### src/rtl/seg_scan_mux.sv
// Registered N-channel x W-bit display multiplexer with manual select or autonomous
// scanning, per-channel blanking and an all-anodes-off guard after every channel change.
module seg_scan_mux #(
    parameter int unsigned N_CH          = 4,
    parameter int unsigned W             = 7,
    parameter int unsigned DIV           = 50000,
    parameter int unsigned GUARD         = 2,
    parameter logic [W-1:0] BLANK        = {W{1'b1}},
    parameter bit          AN_ACTIVE_LOW = 1'b1,
    localparam int unsigned SW           = $clog2(N_CH)
) (
    input  logic                clk,
    input  logic                rst_n,
    input  logic                mode,
    input  logic [SW-1:0]       sel,
    input  logic [N_CH*W-1:0]   ent,
    input  logic [N_CH-1:0]     blank_mask,
    output logic [W-1:0]        out,
    output logic [N_CH-1:0]     an,
    output logic [SW-1:0]       idx,
    output logic                tick
);

    localparam int unsigned CW = (DIV > 1) ? $clog2(DIV) : 1;
    localparam int unsigned GW = (GUARD > 0) ? $clog2(GUARD + 1) : 1;
    localparam logic [N_CH-1:0] AN_OFF = {N_CH{AN_ACTIVE_LOW}};

    logic [CW-1:0]   cnt, cnt_nxt;
    logic [GW-1:0]   gcnt, gcnt_nxt;
    logic [SW-1:0]   idx_nxt;
    logic            prev_mode;
    logic            tick_nxt;
    logic [W-1:0]    out_nxt;
    logic [N_CH-1:0] an_nxt;
    logic [N_CH-1:0] onehot;
    logic [W-1:0]    ch_val;
    logic            ch_blank;
    logic            oor;
    logic            blank;

    // Output path: select current channel, apply blanking and guard interval
    always_comb begin
        ch_val   = BLANK;
        ch_blank = 1'b1;
        onehot   = '0;
        for (int k = 0; k < N_CH; k++) begin
            if (idx == SW'(k)) begin
                ch_val    = ent[k*W +: W];
                ch_blank  = blank_mask[k];
                onehot[k] = 1'b1;
            end
        end
        oor     = !mode && (32'(sel) >= N_CH);
        blank   = ch_blank | oor;
        out_nxt = blank ? BLANK : ch_val;
        an_nxt  = (blank || (gcnt != '0)) ? AN_OFF : (onehot ^ AN_OFF);
    end

    // Sequencing: scan divider, manual follow, guard countdown
    always_comb begin
        cnt_nxt  = '0;
        idx_nxt  = idx;
        tick_nxt = 1'b0;
        gcnt_nxt = (gcnt != '0) ? gcnt - GW'(1) : gcnt;
        if (mode) begin
            if (!prev_mode) begin
                cnt_nxt = '0;
            end else if (cnt == CW'(DIV - 1)) begin
                cnt_nxt  = '0;
                idx_nxt  = (idx == SW'(N_CH - 1)) ? '0 : idx + SW'(1);
                tick_nxt = 1'b1;
                gcnt_nxt = GW'(GUARD);
            end else begin
                cnt_nxt = cnt + CW'(1);
            end
        end else if (!oor && (sel != idx)) begin
            idx_nxt  = sel;
            gcnt_nxt = GW'(GUARD);
        end
    end

    always_ff @(posedge clk or negedge rst_n) begin
        if (!rst_n) begin
            cnt       <= '0;
            idx       <= '0;
            gcnt      <= '0;
            prev_mode <= 1'b0;
            tick      <= 1'b0;
            out       <= BLANK;
            an        <= AN_OFF;
        end else begin
            cnt       <= cnt_nxt;
            idx       <= idx_nxt;
            gcnt      <= gcnt_nxt;
            prev_mode <= mode;
            tick      <= tick_nxt;
            out       <= out_nxt;
            an        <= an_nxt;
        end
    end

endmodule

### config.mk
export PLATFORM = sky130hd
export DESIGN_NAME = seg_scan_mux
export DESIGN_NICKNAME = d
export VERILOG_FILES = /design/src/rtl/seg_scan_mux.sv
export SDC_FILE = /design/constraint.sdc
export NUM_CORES = 1
export LEC_CHECK = 0
export BUFFER_PORTS_ARGS = -buffer_cell sky130_fd_sc_hd__clkbuf_2
export CORE_ASPECT_RATIO = 0.8
export CORE_MARGIN = 8
export CORE_UTILIZATION = 40
export DETAILED_ROUTE_END_ITERATION = 6
export MAX_ROUTING_LAYER = met4
export PLACE_DENSITY = 0.74
export SYNTH_ARGS = -nofsm -noshare
export SYNTH_HDL_FRONTEND = slang
export SYNTH_SLANG_ARGS = --single-unit
export TNS_END_PERCENT = 5
### constraint.sdc
create_clock -name clk -period 2.5 [get_ports clk]
set_input_delay 0.125 -clock clk [delete_from_list [all_inputs] [get_ports clk]]
set_output_delay 0.125 -clock clk [all_outputs]
set_load 0.01 [all_outputs]
# Word level (Yosys, flattened, before mapping)

Cells that the tools add are included.

Eq/ne operators: 7
Muxes and demuxes: 30
$add $sub $neg: 3
Reductions and logical operators: 5
Bitwise operators: 1

Operators with widths:

| kind                    | number |
|---|---|
| $mux W16                | 3 |
| $mux W7                 | 5 |
| $mux W2                 | 10 |
| $add A16 B1 Y16 const B | 1 |
| $eq A16 B16 Y1 const B  | 1 |
| $mux W1                 | 11 |
| $eq A2 B2 Y1 const B    | 2 |
| $mux W4                 | 1 |
| $ne A2 B1 Y1 const B    | 2 |
| $not A4 Y4              | 1 |
| $reduce_bool A2 Y1      | 2 |
| $reduce_and A3 Y1       | 1 |
| $add A2 B1 Y2 const B   | 1 |
| $eq A2 B1 Y1 const B    | 1 |
| $logic_not A2 Y1        | 1 |
| $ne A2 B2 Y1            | 1 |
| $sub A2 B1 Y2 const B   | 1 |
| $logic_or A1 B1 Y1      | 1 |

Bits in registers: 33
Logic and storage cells: 53
Output and inout port bits: 14
Input bits: 37

# Depth between registers and ports, before layout

Depth in word-level cells: 7
Gate-level depth with buffers: 7
Gate-level depth less buffers: 6

# Worst setup path after synthesis

No wires, ideal clock.

Path kind: register to register
Start point: reg cnt[5]
End point: reg cnt[10]
Stages on the path, launching flop included: 6
Period minus slack after synthesis: 1926 ps
Setup slack: 574 ps
Required time: 2381 ps
Library setup time: 119 ps
Path buffers: 1
Arrival time: 1807 ps
Cell sequence: dfrtp_1 or4b_1 or4_4 nand3_2 buf_6 nor2_1

Word-level cells in the longest chain between the ends: 4
Elaborated cells on any way between the ends: 5
Classes of those cells: add/sub: 1; eq/ne: 1; mux: 3

RTL lines:

| item                                                     | line   | text |
|---|---|---|
| from (decl)                                              | 28     | `logic [CW-1:0] cnt, cnt_nxt;` |
| from (signal assigned)                                   | 92     | `cnt <= cnt_nxt;` |
| $add A16 B1 Y16 / $eq A16 B16 Y1 (equally long branches) | 74, 68 |  |
| $mux W16 *                                               | 68     | `end else if (cnt == CW'(DIV - 1)) begin` |
| $mux W16 *                                               | 66     | `if (!prev_mode) begin` |
| $mux W16 *                                               | 65     | `if (mode) begin` |
| net cnt_nxt[10]                                          | 28     |  |

Mark *: on every way through the listed nets, which the timed path passes. The rest lies on a longest branch.
A chain may end at the register's enable or synchronous reset.

# Worst setup path in the final report

Start point: reg cnt[5]
End point: reg cnt[5]

Same word-level chain as after synthesis.

==> impl_results.md <==
* Outcome: completed
* TritonCTS buffer count at 5
* Slew Limit Fails at 0
* DR iter-0 viols at 50
* Mean routed wirelength per cell at 13.44 um
* Multi-input gate area at 800.8 um^2
* Share of the clock period used by the worst path after layout at 82.15%
* Most frequent cells in the layout: sky130_fd_sc_hd__clkbuf_2, sky130_fd_sc_hd__nor2_1, sky130_fd_sc_hd__dfrtp_1
* Kind of start point of the critical path: flop
* Crit-path cells: or4b_1 > or4_4 > nand3_2 > nor2_1
* Gr ovfl total at 0
* Horizontal die dimension at 88.90 um
* Number of inserted diodes at 0
* Maximum number of buffers from clock root to sink at 2
* Maximum clock skew at final layout at 5.378 ps
* Drt total wl at 3844 um
* First-pass GRT wire length at 6727 um
* Critical path arrival at 2210 ps
* Area of the placeable core at 4125 um^2
* Pre-CTS setup slack at 458.8 ps
* Vert. Die Dim at 74.32 um
* Fraction of the mapped netlist area in compound gates at 11.99%
* Share of synthesized area occupied by flip-flops and latches at 49.37%
* Number of warnings issued by yosys at 0
* Clock Power Share at 36.0%
* Combinational family with the most area after synthesis: simple AND/OR/NAND/NOR gates
* Design internal power at 0.9085 mW
* Number of remaining DRC errors at 0
* Total of flip-flops plus latches after synthesis at 33
* Die Area at 6606 um^2
* Worst hold slack at 44.29 ps
* Library cells used by synthesis at 31
* Reported max-cap violation count at 0
* Via count of the first global-routing pass at 1447
* Met3 Routed Length at 155 um
* Peak supply drop at 0.0003115 V
* Placement row count at 21
* Fmax at 486.9 MHz
* Clk Tree Root Cell: sky130_fd_sc_hd__clkbuf_8
* Clock transition time at the flip-flop clock pins of the worst setup and hold paths at 70 ps
* Global-route usage over all layers at 13.70%
* Time the worst path needs with I/O delays and setup at 2054 ps
* Layout overhead on the synthesized area at 25.02%
* Path type of the worst setup path: reg2reg
* Switching part of the total at 25.54%
* Final setup margin at 446.2 ps
* Final setup TNS at 0 ps
* Worst slew pin tran at 780.2 ps
* Class of the worst hold path: in2reg
* Critical path peak fanout at 16
* Pin count of the biggest net entering global routing at 34
* Number of levels in the clock H-tree at 2
* Leakage power at 0.9071 nW
* Vias post-DR at 1384
* Mapped cell area at 1700 um^2
* Post-synthesis adder-cell area fraction at 3.679%
* Initial core utilization at 41.22%
* Count of boundary I/O pins at 51
* Final weighted congestion in routability-driven placement at 0.8228
* Sink count of the clock tree at 33
* Family with the most delay on the worst path: simple AND/OR/NAND/NOR gates
* CP Data Required Time at 2660 ps
* Setup Viol. Count Final at 0
* Gate count of the mapped netlist at 173
* Bufs and invs on worst path at 0
* Final count of hold timing violations at 0
* Area of all sequential standard cells at 839.6 um^2
* Kind of capture point of the worst setup path: flop
* Simple-gate share of the synthesized area at 22.00%
* Sequential share of power at 48.2%
* Most common library cell in the layout ignoring fill and taps: sky130_fd_sc_hd__clkbuf_2
* CTS tree: built
* Cell type with the highest aggregate area in the netlist: sky130_fd_sc_hd__dfrtp_1
* Total half-perimeter wirelength after legalization and detailed placement at 2901 um
* Synth Flop Type: sky130_fd_sc_hd__dfrtp_1
* Post-Synthesis Mean Instance Area at 9.829 um^2
* Power density over the cells at 573.9 nW/um^2
* Clock Latency Late Sink at 280 ps
* Worst slew margin relative to its limit at 47.99%
* Fill cell total of the finished layout at 388
* Number of port buffers at 50
* Worst stage delay on the critical path at 580 ps
* Fraction of synthesized cell area in xor and xnor cells at 8.241%
* Area share of the largest cell type after synthesis at 32.38%
* Critical Path Slowest Stage Cell: sky130_fd_sc_hd__or4b_1
* Post-synth EDFFs at 0
* Nets in the synthesized netlist at 215
* Net Switching at 0.3115 mW
* Unrepaired setup endpoints after global routing: false
* Length of routed wiring on met1 at 1797 um
* Initial antenna violation count at 0
* Synth area leaders: sky130_fd_sc_hd__dfrtp_1, sky130_fd_sc_hd__dfstp_2, sky130_fd_sc_hd__xnor2_1, sky130_fd_sc_hd__nor2_1, sky130_fd_sc_hd__a21oi_1
* Synth async-reset ratio at 100.0%
* Highest Signal Layer: met4
* Setup bufs post-CTS at 0
* First-pass detailed-route iteration total at 4
* Amount of wire on met2 after detailed routing at 1840 um
* Fraction of layout cells with a size suffix above 1 at 33.19%
* Comb pwr share at 15.8%
* Overall power after layout at 1.220 mW
* Mux cell area share after synthesis at 1.177%
* Number of nets in the layout at 270
* Detail-routed via count per cell at 4.839
* Antenna Nets Post-Route at 0
path summary, 6_finish.rpt:
check,slack (ps),startpoint,end,depth (start not counted)
worst max-delay path,450,cnt[5],cnt[5],4
worst min-delay path,40,blank_mask[3],an[3],3
worst max register to register,450,cnt[5],cnt[5],4
worst min register to register,510,gcnt[1],gcnt[1],2
max in group asynchronous,1550,rst_n,cnt[0],2
min in group asynchronous,450,rst_n,idx[0],2
kinds of logic after synthesis:
family / count (synthesis)
AOI/OAI and AO/OA: 35
xor gates and xnor gates: 16
and+or+nand+nor: 68
buffers and inverters: 14
DFF: 33
muxes: 2
adders and majority gates: 5
metal layers:
metal | vias to the layer above | global-route usage, %
met3 | 5 | 3.201
met2 | 25 | 21.02
met4 | 0 | 6.168
li1 | 707 | -
met1 | 647 | 16.77
met5 | - | -
layout make-up:
type	count	share of cell area (%)
flip-flops and latches	33	39.49
clock inverters	1	0.2354
repair buffers	54	13.30
multi-input cells	126	37.67
well taps	57	3.355
inverters	8	1.413
clock buffers	7	4.532
synthesized netlist by cell type (2+ instances only):
library cell / n
sky130_fd_sc_hd__a21o_1: 7
sky130_fd_sc_hd__a21oi_1: 13
sky130_fd_sc_hd__clkbuf_1: 5
sky130_fd_sc_hd__dfrtp_1: 22
sky130_fd_sc_hd__dfstp_2: 11
sky130_fd_sc_hd__ha_1: 5
sky130_fd_sc_hd__inv_1: 8
sky130_fd_sc_hd__mux2i_1: 2
sky130_fd_sc_hd__nand2_1: 7
sky130_fd_sc_hd__nand2b_1: 8
sky130_fd_sc_hd__nand3_1: 5
sky130_fd_sc_hd__nand3b_1: 3
sky130_fd_sc_hd__nand4_1: 4
sky130_fd_sc_hd__nor2_1: 24
sky130_fd_sc_hd__nor3_1: 4
sky130_fd_sc_hd__nor4_1: 4
sky130_fd_sc_hd__o21ai_0: 7
sky130_fd_sc_hd__o22ai_1: 7
sky130_fd_sc_hd__xnor2_1: 15
state kept, by name, summed over array words and instances (netlist names):
name	count
out	7
an	4
prev_mode	1
idx	2
tick	1
cnt	16
gcnt	2
worst register-to-register path: cells and delay by family (launching register included):
| kind | cells | cell delay, ps |
|---|---|---|
| AND/OR/NAND/NOR | 4 | 1510 |
| flip-flops | 1 | 410 |
power by group through the flow:
stage / clock (mW) / sequential (mW) / combinational, mW
finish: 0.439 / 0.588 / 0.193
global route: 0.480 / 0.591 / 0.217
CTS: 0.451 / 0.589 / 0.195
detailed placement: 0 / 0.598 / 0.193
global placement: 0 / 0.596 / 0.189
floorplan: 0 / 0.606 / 0.0976
what timing repair did:
item                                   CTS  global route
endpoints found under the hold margin   22             0
gates resized for setup                  0             0
hold buffers                             1             0
per-stage QoR:
| stage | area [um^2] | std cells | util [%] |
|---|---|---|---|
| after CTS | 2126 | 286 | 51.53 |
| after detailed placement | 2014 | 277 | 48.83 |
| after global placement | 2014 | 277 | 48.83 |
| final | 2126 | 286 | 51.53 |
| after floorplan | 1700 | 173 | - |
| after global routing | 2126 | 286 | 51.53 |
Note: power is estimated with default switching activity, not from simulation.
